$ cat config.mk
export PLATFORM = sky130hd
export DESIGN_NAME = contador_nivel2_timer_flat
export DESIGN_NICKNAME = d
export VERILOG_FILES = /design/src/rtl/contador_nivel2_timer_if.sv /design/src/rtl/contador_nivel2_timer.sv /design/src/flat_wrapper.sv
export SDC_FILE = /design/constraint.sdc
export NUM_CORES = 1
export LEC_CHECK = 0
export BUFFER_PORTS_ARGS = -buffer_cell sky130_fd_sc_hd__buf_4
export CORE_ASPECT_RATIO = 1.4
export CORE_UTILIZATION = 45
export DETAILED_ROUTE_END_ITERATION = 7
export PLACE_DENSITY = 0.69
export SYNTH_ARGS = -nofsm -noshare
export SYNTH_HDL_FRONTEND = slang
export SYNTH_SLANG_ARGS = --single-unit
$ cat constraint.sdc
create_clock -name CLK -period 2.6 [get_ports CLK]
set_input_delay 0.52 -clock CLK [delete_from_list [all_inputs] [get_ports CLK]]
set_output_delay 0.52 -clock CLK [all_outputs]
set_load 0.01 [all_outputs]
$ cat src/rtl/contador_nivel2_timer_if.sv
// Keypad/display bundle for the M:SS countdown timer.
// The master drives the keypad and mode controls; the slave (timer) drives the BCD digits and the done flag.
interface contador_nivel2_timer_if;
    logic [3:0] data;
    logic       enable;
    logic       loadn;
    logic [3:0] secs;
    logic [3:0] tens_secs;
    logic [3:0] minutes;
    logic       timer_done;

    modport master (
        output data, enable, loadn,
        input  secs, tens_secs, minutes, timer_done
    );

    modport slave (
        input  data, enable, loadn,
        output secs, tens_secs, minutes, timer_done
    );
endinterface

$ cat src/rtl/contador_nivel2_timer.sv
// Three-digit BCD M:SS countdown timer: keypad digits shift in from the right while loadn is low,
// then the value counts down one second per enabled clock and holds at 0:00.
module contador_nivel2_timer (
    input logic                  CLK,
    input logic                  clearn,
    contador_nivel2_timer_if.slave bus
);

    typedef enum logic [1:0] {
        OP_HOLD,
        OP_LOAD,
        OP_COUNT
    } op_t;

    op_t        op;
    logic [3:0] secs_q, tens_q, min_q;
    logic [3:0] secs_d, tens_d, min_d;
    logic       all_zero;
    logic       key_valid;

    assign all_zero  = (secs_q == '0) && (tens_q == '0) && (min_q == '0);
    assign key_valid = (bus.data <= 4'd9);

    // Load mode takes priority over counting; enable is irrelevant while loading.
    always_comb begin
        op = OP_HOLD;
        if (!bus.loadn) begin
            op = OP_LOAD;
        end else if (bus.enable) begin
            op = OP_COUNT;
        end
    end

    always_comb begin
        secs_d = secs_q;
        tens_d = tens_q;
        min_d  = min_q;
        case (op)
            OP_LOAD: begin
                if (key_valid) begin
                    min_d  = tens_q;
                    tens_d = secs_q;
                    secs_d = bus.data;
                end
            end
            OP_COUNT: begin
                // Borrow ripples right to left; tens_secs may hold 6..9 after a raw load.
                if (secs_q != '0) begin
                    secs_d = secs_q - 4'd1;
                end else if (tens_q != '0) begin
                    tens_d = tens_q - 4'd1;
                    secs_d = 4'd9;
                end else if (min_q != '0) begin
                    min_d  = min_q - 4'd1;
                    tens_d = 4'd5;
                    secs_d = 4'd9;
                end
            end
            default: ;
        endcase
    end

    always_ff @(posedge CLK) begin
        if (!clearn) begin
            secs_q <= '0;
            tens_q <= '0;
            min_q  <= '0;
        end else begin
            secs_q <= secs_d;
            tens_q <= tens_d;
            min_q  <= min_d;
        end
    end

    assign bus.secs       = secs_q;
    assign bus.tens_secs  = tens_q;
    assign bus.minutes    = min_q;
    assign bus.timer_done = all_zero;

endmodule

$ cat src/flat_wrapper.sv
// flat-port wrapper written by rule: the top's interface ports become plain ports
module contador_nivel2_timer_flat 
  (CLK, clearn, bus_data, bus_enable, bus_loadn, bus_secs, bus_tens_secs, bus_minutes, bus_timer_done);
  contador_nivel2_timer_if bus_i ();
  input logic CLK;
  input logic clearn;
  input wire logic [$bits(bus_i.data)-1:0] bus_data;
  input wire logic [$bits(bus_i.enable)-1:0] bus_enable;
  input wire logic [$bits(bus_i.loadn)-1:0] bus_loadn;
  output wire logic [$bits(bus_i.secs)-1:0] bus_secs;
  output wire logic [$bits(bus_i.tens_secs)-1:0] bus_tens_secs;
  output wire logic [$bits(bus_i.minutes)-1:0] bus_minutes;
  output wire logic [$bits(bus_i.timer_done)-1:0] bus_timer_done;
  assign bus_i.data = bus_data;
  assign bus_i.enable = bus_enable;
  assign bus_i.loadn = bus_loadn;
  assign bus_secs = bus_i.secs;
  assign bus_tens_secs = bus_i.tens_secs;
  assign bus_minutes = bus_i.minutes;
  assign bus_timer_done = bus_i.timer_done;
  contador_nivel2_timer u_core (.CLK(CLK), .clearn(clearn), .bus(bus_i));
endmodule
==> impl_results.md, run 1 <==
- Hold buffer count at cts: 0
- XOR/XNOR Fraction of Synth Area: 0%
- Initial antenna violation count: 0
- Layer with the highest usage: met2
- Most instantiated library cell after synthesis: nor2_1
- Post-CTS Setup Repair Bufs: 0
- TritonCTS Buffers: 3
- Final nets: ~140
- Syn_area_per_cell: ~7.6 um2
- Worst Path Arrival: ~1.5 ns
- Top cells by count, synth: nor2_1, a21oi_1, dfxtp_1, nand2_1, clkbuf_1
- WP data required: 2.08 ns
- N_diodes: 0
- Number of cells on the critical path: 6
- Worst slew pin tran: ~0.60 ns
- Final worst slack: between 0.5 and 0.6 ns
- GRT overflow: 0
- Syn Std Cell Area: between 800 and 900 um2
- IO Pins: 21
- Hold Crit Class: flop to flop
- GR met3 Demand/Resource: 6.20%
- Post-route setup TNS: 0 ns
- # rows: 18
- Number of global-route vias before repair: between 700 and 800
- Initial Utilization: about half
- Chip height: between 50 and 60 um
- # DRC: 0
- Slowest CP cell: dfxtp_1
- Post-synthesis sequential area ratio: about 28%
- Post-synth EDFFs: 0
- # fillers: ~190
- Synth Area in Compound Gates: 28.5%
- Synth Area in Simple Gates: between 30% and 40%
- Status: complete, no violations
- Horiz. Die Dim: just under 40 um
- Clk root buf: clkbuf_4
- TritonCTS clock tree: yes
- DR vias/cell: just over 6
- # Max-Cap Violations: 0
- Hold Path Cell Cnt: 2
- CP delay by family, top: simple AND/OR/NAND/NOR gates
- CP peak stage delay: roughly 0.36 ns
- Final Cell Area: around 0.0010 mm2
- Cells taking the most area after synthesis: dfxtp_1, a21oi_1, nor2_1
- Asr flop ratio synth: 0%
- Placed cell area: 0.00101 mm2
- Net Count, Synth: between 100 and 150
- Fin crit share: between 70% and 80%
- Core Area: 0.00178 mm2
- Final ANT Viol Nets: 0
- Gr usage total: about 24%
- RePlAce Congestion: between 0.8 and 0.9
- Routed wire length per instance: between 10 and 15 um
- Largest net degree at the start of global routing: 18
- Area delta synth->final: 18.7%
- Iter 0 DRT Violations: 18
- Pre-CTS WS: around 0.6 ns
- Port bufs: 20
- Met1 GRT Util: 29.2%
- Count of cell types in the netlist: 38
- Largest family of logic cells by synthesized area: simple AND/OR/NAND/NOR gates
- Detailed-route wire length: 2150 um
- DP Wirelength: between 1500 and 2000 um
- # setup viols final: 0
- First-pass GRT wire length: approximately 3500 um
- Final hold viol count: 0
- First-pass DRT Iterations: 4
- Crit. End Element: primary output
- Grt met2 use: between 30% and 40%
- Post-synthesis adder-cell area fraction: roughly 2.9%
- Synthesized instance count: 114
- #FFs+latches synth: 12
- CTS resizes: 0
- P per Cell Area: around 520 mW/mm2
- Yosys top cell by area: dfxtp_1
- CP Max Fanout: 5
- Slew Limit Fails: 0
- Power Total: roughly 540 uW
- Worst Path Buf+Inv: 2
- Ys flop type: dfxtp_1
- Sink Count: 12
- RSZ-0062 raised after global routing: no
- Slew HR: about three fifths
- Post-synthesis mux area share: 0%
- Hold slack: slightly above 0.5 ns
- DR vias: roughly 940
- Leakage Power: roughly 0.0004 uW
- Fraction of layout cells with a size suffix above 1: a little under a third
- Clk slew on worst S/H paths: around 0.070 ns
- Yosys top cell area share: around 28%
- CP Class: flop to primary output
- Critical Path Start Type: flop
- Yosys Warn Count: 0
- Die ar.: about 0.0021 mm2
- Ordered list of cells on the worst path: inv_1 -> ha_1 -> nor3b_1 -> nand2_1 -> nor2_1 -> buf_4
- Worst reg2reg path depth: 6
- Fmax achieved: between 400 and 500 MHz
- H-tree levels: 1
- Clock Skew: 0.00452 ns
- Final min period: about 2.1 ns
- Clock Path Buffers: 2
- VDD IR max: around 0.00036 V
- Clk_lat worst skew: between 0.2 and 0.3 ns
[layer usage]
metal	wire, um	part of all wire (%)	up-vias
li1	-	-	462
met1	925	43	437
met2	1090	51	31
met3	87	4.1	5
met4	38	1.8	0
met5	0	0	-
[flip-flops by register name, indices dropped and copies added (netlist names)]
signal                flops
u_core.bus.secs           4
u_core.bus.minutes        4
u_core.bus.tens_secs      4
[cells by family (layout without fill, tap and decap cells)]
logic type	after synthesis	in the layout
compound gates	36	36
fa+ha+maj	2	2
buf+inv	10	26
flops	12	12
simple gates	54	54
[cells in the final DEF, fill, tap and decap left out, drive strengths merged, types with 3 or more instances in the layout]
| cell | count |
|---|---|
| nor2 | 17 |
| a31oi | 3 |
| nand2 | 12 |
| clkbuf | 3 |
| buf | 20 |
| nand3 | 3 |
| or2 | 3 |
| and2 | 4 |
| a21oi | 13 |
| nor4 | 4 |
| o21ai | 5 |
| or4 | 3 |
| dfxtp | 12 |
| o221a | 3 |
| inv | 3 |
[final timing paths]
path / slack (ns) / to / start
worst max-delay path: 0.55 / bus_timer_done / u_core.bus.minutes[0]
worst min-delay path: 0.51 / u_core.bus.minutes[1] / u_core.bus.minutes[1]
worst max register to register: 0.68 / u_core.bus.secs[0] / u_core.bus.minutes[0]
worst min register to register: 0.51 / u_core.bus.minutes[1] / u_core.bus.minutes[1]
[tightest hold or removal path, cell delays in order (launching register included)]
cell and delay, ns:
dfxtp_1 0.34, nand3_1 0.07, a21oi_1 0.06
[final cells by class]
type	count	area (um2)	share of cell area [%]
multi-input combinational	92	583	56.5
inverter	3	11.3	1.09
sequential	12	240	23.3
timing repair buffer	20	150	14.5
clock buffer	3	22.5	2.18
tap	20	25.0	2.42
[through the flow]
step / instances / utilization (%)
after floorplan: 114 / -
after global placement: 147 / 56.8
after detailed placement: 147 / 56.8
after CTS: 150 / 58.0
after global routing: 150 / 58.0
final: 150 / 58.0
[where the power goes]
group / internal (uW) / leakage (uW) / total [uW] / switching (uW)
Combinational: 92.0 / 0.000298 / 187 / 95.1
Clock: 53.8 / 0.0000138 / 122 / 67.7
Sequential: 199 / 0.0000984 / 229 / 30.0
Total: 345 / 0.000410 / 538 / 193
No activity file was read; power rests on OpenSTA's default activity.
==> inputs of run 2 (changes only) <==
Settings changed: ABC_AREA from default to 1, PLACE_DENSITY 0.69 to 0.68.
Clock period 2.6 ns to 2 ns, I/O delays scaled along.
==> impl_results.md, run 2 <==
- Status: complete, no violations (unchanged)
- Fraction of layout cells with a size suffix above 1: 24.7% (was 30.0%)
- #FFs+latches synth: 12 (unchanged)
- Leakage Power: 0.000615 uW (was 0.000410 uW)
- CP Max Fanout: 4 (was 5)
- Ordered list of cells on the worst path: inv_1 -> ha_1 -> nand3_1 -> inv_1 -> nand2_1 -> nor2_1 -> buf_4 (was inv_1 -> ha_1 -> nor3b_1 -> nand2_1 -> nor2_1 -> buf_4)
- DR vias: 1,014 (was 935)
- CP Class: flop to primary output (unchanged)
- Slowest CP cell: dfxtp_1 (unchanged)
- Net Count, Synth: 166 (was 124)
- Hold Crit Class: primary input to flop (was flop to flop)
- Clock Path Buffers: 2 (unchanged)
- Detailed-route wire length: 2230 um (was 2150 um)
- DP Wirelength: 1730 um (was 1580 um)
- Most common cell after layout, fill and taps aside: nand2_1 (was buf_4)
- Top cells by count, synth: nand2_1, nor2_1, inv_1 (was nor2_1, a21oi_1, dfxtp_1, nand2_1, clkbuf_1)
- Final Cell Area: 0.00113 mm2 (was 0.00103 mm2)
- Synthesized instance count: 156 (was 114)
- GRT overflow: 0 (unchanged)
- VDD IR max: 0.000440 V (was 0.000356 V)
- Clk_lat worst skew: 0.29 ns (was 0.28 ns)
- Fin crit share: 93.3%
- Final nets: 189 (was 142)
- P per Cell Area: 765 mW/mm2 (was 521 mW/mm2)
- Gr usage total: 22.3% (was 24.1%)
- RePlAce Congestion: 0.907 (was 0.891)
- Post-synth EDFFs: 0 (unchanged)
- Crit. End Element: primary output (unchanged)
- Yosys top cell by area: dfxtp_1 (unchanged)
- Most frequent cells in the layout: nand2_1, nor2_1, buf_4 (was buf_4, nor2_1, a21oi_1)
- Most instantiated library cell after synthesis: nand2_1 (was nor2_1)
- Number of global-route vias before repair: 916 (was 760)
- IO Pins: 21 (unchanged)
- Post-route setup TNS: 0 ns (unchanged)
- Slew HR: 80.8% (was 60.2%)
- # rows: 19 (was 18)
- Sink Count: 12 (unchanged)
- Clk root buf: clkbuf_4 (unchanged)
- Horiz. Die Dim: 40.4 um (was 39.2 um)
- Initial antenna violation count: 0 (unchanged)
- Most common cell on crit path: inv_1
- Yosys Warn Count: 0 (unchanged)
- N_diodes: 0 (unchanged)
- Post-synthesis sequential area ratio: 25.8% (was 27.6%)
- Power Total: 863 uW (was 538 uW)
- Post-CTS Setup Repair Bufs: 0 (unchanged)
- Iter 0 DRT Violations: 25 (was 18)
- GR met3 Demand/Resource: 2.40% (was 6.20%)
- Die ar.: 0.00225 mm2 (was 0.00211 mm2)
- Chip height: 55.8 um (was 54.0 um)
- Flop2flop setup slack: 0.56 ns (was 0.68 ns)
- Yosys top cell area share: 25.8% (was 27.6%)
- Final ANT Viol Nets: 0 (unchanged)
- # setup viols final: 0 (unchanged)
- CP delay by family, top: buffers and inverters (was simple AND/OR/NAND/NOR gates)
- Layer with the highest usage: met2 (unchanged)
- Asr flop ratio synth: 0% (unchanged)
- DR vias/cell: 5.10 (was 6.23)
- CTS resizes: 0 (unchanged)
- Met1 GRT Util: 23.9% (was 29.2%)
- Syn_area_per_cell: 5.96 um2 (was 7.63 um2)
- Count of cell types in the netlist: 21 (was 38)
- Largest net degree at the start of global routing: 18 (unchanged)
- WP data required: 1.60 ns (was 2.08 ns)
- Core Area: 0.00195 mm2 (was 0.00178 mm2)
- TritonCTS clock tree: yes (unchanged)
- CP peak stage delay: 0.34 ns (was 0.36 ns)
- Ys flop type: dfxtp_1 (unchanged)
- Grt met2 use: 40.4% (was 39.4%)
- Critical Path Start Type: flop (unchanged)
- Worst Path Buf+Inv: 3 (was 2)
- # Max-Cap Violations: 0 (unchanged)
- Initial Utilization: 47.7% (was 48.9%)
- Port bufs: 20 (unchanged)
- Worst slew pin tran: 0.287 ns (was 0.595 ns)
- Hold slack: 0.418 ns (was 0.511 ns)
- First-pass DRT Iterations: 4 (unchanged)
- Clock Skew: 0.0134 ns (was 0.00452 ns)
- Cells taking the most area after synthesis: dfxtp_1, nand2_1, nor2_1 (was dfxtp_1, a21oi_1, nor2_1)
- Placed cell area: 0.00109 mm2 (was 0.00101 mm2)
- # DRC: 0 (unchanged)
- TritonCTS Buffers: 3 (unchanged)
- H-tree levels: 1 (unchanged)
- RSZ-0062 raised after global routing: no (unchanged)
- Area delta synth->final: 21.4% (was 18.7%)
- Syn Std Cell Area: 930 um2 (was 870 um2)
- Routed wire length per instance: 11.2 um (was 14.3 um)
- Slew Limit Fails: 0 (unchanged)
- Clk slew on worst S/H paths: 0.09 ns (was 0.07 ns)
- Hold buffer count at cts: 0 (unchanged)
- First-pass GRT wire length: 3600 um (was 3460 um)
- Final min period: 1.87 ns
- Worst Path Arrival: 1.47 ns (was 1.53 ns)
- Final hold viol count: 0 (unchanged)
- Fmax achieved: approximately 540 MHz
## run 2: logic make-up (layout without fill, tap and decap cells)
family,count (synthesis),count (layout),share of synthesized area [%]
fa+ha+maj,2,2,2.69
buf+inv,24,46,10.8
xor+xnor,1,1,0.942
compound gates,15,15,8.34
simple gates,102,102,51.4
flops,12,12,25.8
## run 2: path summary, 6_finish.rpt
check	startpoint	end	depth (start not counted)
worst max register to register	u_core.bus.minutes[0]	u_core.bus.tens_secs[0]	9
worst max-delay path	u_core.bus.minutes[0]	bus_timer_done	7
worst min register to register	u_core.bus.minutes[1]	u_core.bus.minutes[1]	2
worst min-delay path	clearn	u_core.bus.secs[2]	3
## run 2: power by group
part | switching, uW | internal (uW)
clock | 97.2 | 111
sequential | 34.9 | 269
combinational | 204 | 147
## run 2: through the flow
stage,worst slack (ns),cells,utilization [%]
2_1_floorplan,0.606,156,-
3_3_place_gp,0.445,195,56.0
3_5_place_dp,0.409,195,56.0
4_1_cts,0.136,199,57.9
5_1_grt,0.0789,199,57.9
6_report,0.133,199,57.9
## run 2: worst reg2reg max path: stages, from the launching register on
cell and delay, ns:
dfxtp_1 0.34, inv_1 0.12, ha_1 0.16, nand3_1 0.13, inv_1 0.11, nand3_2 0.11, inv_1 0.10, nor2_2 0.05
nor2_1 0.14, nor2_1 0.06
## run 2: metal layers
| metal | vias to the layer above | share of wire [%] | routed length [um] |
|---|---|---|---|
| met5 | - | 0 | 0 |
| met4 | 0 | 1.5 | 34 |
| met3 | 5 | 3.3 | 73 |
| met2 | 20 | 55 | 1220 |
| met1 | 466 | 40 | 895 |
| li1 | 523 | - | - |
## run 2: cell type report
| type | count | area (um2) |
|---|---|---|
| fillers | 219 | 821 |
| multi-input cells | 120 | 589 |
| flip-flops and latches | 12 | 240 |
| repair buffers | 21 | 158 |
| inverters | 21 | 78.8 |
| clock buffers | 4 | 36.3 |
| well taps | 21 | 26.3 |
==> inputs of run 3 (changes only) <==
Settings changed: CTS_CLUSTER_SIZE from default to 14, GPL_TIMING_DRIVEN from default to 0, MAX_ROUTING_LAYER from default to met4.
==> impl_results.md, run 3 (synthesis results as in run 2) <==
- N_diodes: 0 (unchanged)
- Crit. End Element: primary output (unchanged)
- VDD IR max: 0.000441 V (was 0.000440 V)
- # fillers: 204 (was 219)
- Sink Count: 12 (unchanged)
- Final worst slack: 0.175 ns (was 0.133 ns)
- Hold slack: 0.383 ns (was 0.418 ns)
- Switch share: 37.9% (was 38.9%)
- Fin crit share: 91.2% (was 93.3%)
- Area delta synth->final: 22.9% (was 21.4%)
- Die ar.: 0.00225 mm2 (unchanged)
- Layer with the highest usage: met2 (unchanged)
- Final hold viol count: 0 (unchanged)
- WP data required: 1.60 ns (about the same)
- Pre-CTS WS: 0.482 ns (was 0.409 ns)
- TritonCTS clock tree: yes (unchanged)
- GR met3 Demand/Resource: 2.40% (unchanged)
- Final ANT Viol Nets: 0 (unchanged)
- Hold Crit Class: primary input to flop (unchanged)
- Iter 0 DRT Violations: 11 (was 25)
- Clock Path Buffers: 2 (unchanged)
- RSZ-0062 raised after global routing: no (unchanged)
- CP Max Fanout: 4 (unchanged)
- Critical Path Start Type: flop (unchanged)
- Hold buffer count at cts: 0 (unchanged)
- CP Class: flop to primary output (unchanged)
- H-tree levels: 1 (unchanged)
- Core Area: 0.00195 mm2 (unchanged)
- Most common cell on crit path: inv_1 (unchanged)
- Hold Path Cell Cnt: 3 (unchanged)
- Dpl cells: 197 (was 195)
- DP Wirelength: 1720 um (was 1730 um)
- Chip height: 55.8 um (unchanged)
- Most frequent cells in the layout: nand2_1, nor2_1, buf_4 (unchanged)
- CP peak stage delay: 0.34 ns (about the same)
- # DRC: 0 (unchanged)
- # setup viols final: 0 (unchanged)
- Met1 GRT Util: 22.3% (was 23.9%)
- Final min period: 1.82 ns (was 1.87 ns)
- Status: complete, no violations (unchanged)
- Post-CTS Setup Repair Bufs: 0 (unchanged)
- Clk root buf: clkbuf_4 (unchanged)
- # rows: 19 (unchanged)
- CTS resizes: 0 (unchanged)
- Leakage Power: 0.000623 uW (was 0.000615 uW)
- Power Total: 849 uW (was 863 uW)
- Gr usage total: 23.2% (was 22.3%)
- # Max-Cap Violations: 0 (unchanged)
- Number of global-route vias before repair: 947 (was 916)
- Worst slew pin tran: 0.306 ns (was 0.287 ns)
- Final nets: 191 (was 189)
- Worst reg2reg path depth: 10 (was 9)
- Slew Limit Fails: 0 (unchanged)
- Fmax achieved: 548 MHz (was 536 MHz)
- DR vias/cell: 5.01 (was 5.10)
- Clock Power Share: 23.5% (was 24.1%)
- Sw power: 322 uW (was 336 uW)
- Port bufs: 20 (unchanged)
- Most common cell after layout, fill and taps aside: nand2_1 (unchanged)
- Clk_lat worst skew: 0.29 ns (about the same)
- Clk slew on worst S/H paths: 0.08 ns (was 0.09 ns)
- First-pass GRT wire length: 3630 um (was 3600 um)
- Post-route setup TNS: 0 ns (unchanged)
- RePlAce Congestion: 0.892 (was 0.907)
- Largest net degree at the start of global routing: 11 (was 18)
- Ordered list of cells on the worst path: inv_1 -> ha_1 -> nand3_1 -> inv_1 -> nand2_1 -> nor2_1 -> buf_4 (unchanged)
- Sequential power share: 35.9% (was 35.3%)
- GRT overflow: 0 (unchanged)
- Detailed-route wire length: 2130 um (was 2230 um)
- Slowest CP cell: dfxtp_1 (unchanged)
- DR vias: 1,007 (was 1,014)
- Worst Path Arrival: 1.42 ns (was 1.47 ns)
- Initial Utilization: 47.7% (unchanged)
- Slew HR: 79.6% (was 80.8%)
- Horiz. Die Dim: 40.4 um (unchanged)
- Initial antenna violation count: 0 (unchanged)
- Combinational fraction of design power: 40.6% (about the same)
- IO Pins: 21 (unchanged)
- First-pass DRT Iterations: 4 (unchanged)
- Clock Skew: 0.00506 ns (was 0.0134 ns)
- Int Pwr: 527 uW (about the same)
- TritonCTS Buffers: 3 (unchanged)
- P per Cell Area: 743 mW/mm2 (was 765 mW/mm2)
- Fraction of layout cells with a size suffix above 1: 25.6% (was 24.7%)
- Routed wire length per instance: 10.6 um (was 11.2 um)
- Final Non-Filler Cells: 201 (was 199)
- Grt met2 use: 42.0% (was 40.4%)
-- run 3: cell count changes in the layout (fill, tap and decap cells not counted) --
cell,delta
buf_6,+1
buf_4,-1
buf_2,+2
-- run 3: cell type report --
class                   count  area, um2  share of cell area (%)
repair buffers             20        150                    13.1
inverters                  21       78.8                    6.90
flip-flops and latches     12        240                    21.0
multi-input cells         120        589                    51.6
clock buffers               4       36.3                    3.18
well taps                  21       26.3                    2.30
plain buffers               3       21.3                    1.86
-- run 3: worst max-delay path: cells and delay by family, from the launching register on --
family                     cells  cell delay, ns
buffers and inverters          3            0.36
and+or+nand+nor                3            0.28
adders and majority gates      1            0.16
DFF                            1            0.34
-- run 3: metal layers --
metal  wire length, um  part of all wire, %
met1               824                   39
met2              1200                   56
met5                 0                    0
met3                64                  3.0
met4                41                  1.9
-- run 3: final timing paths --
check / from / end / slack, ns
worst max-delay path: u_core.bus.minutes[0] / bus_timer_done / 0.18
worst min-delay path: clearn / u_core.bus.secs[3] / 0.38
worst max register to register: u_core.bus.minutes[0] / u_core.bus.tens_secs[3] / 0.54
worst min register to register: u_core.bus.minutes[1] / u_core.bus.minutes[1] / 0.50
-- run 3: power by group through the flow --
stage | combinational [uW] | clock, uW | sequential, uW
3_3_place_gp | 341 | 0 | 310
6_report | 345 | 200 | 304
3_5_place_dp | 346 | 0 | 311
2_1_floorplan | 228 | 0 | 319
5_1_grt | 400 | 209 | 311
4_1_cts | 348 | 204 | 305
-- run 3: through the flow --
step / instance area [um2] / utilization [%]
global placement: 1110 / 56.7
CTS: 1140 / 58.6
global route: 1140 / 58.6
floorplan: 930 / -
detailed placement: 1110 / 56.7
finish: 1140 / 58.6
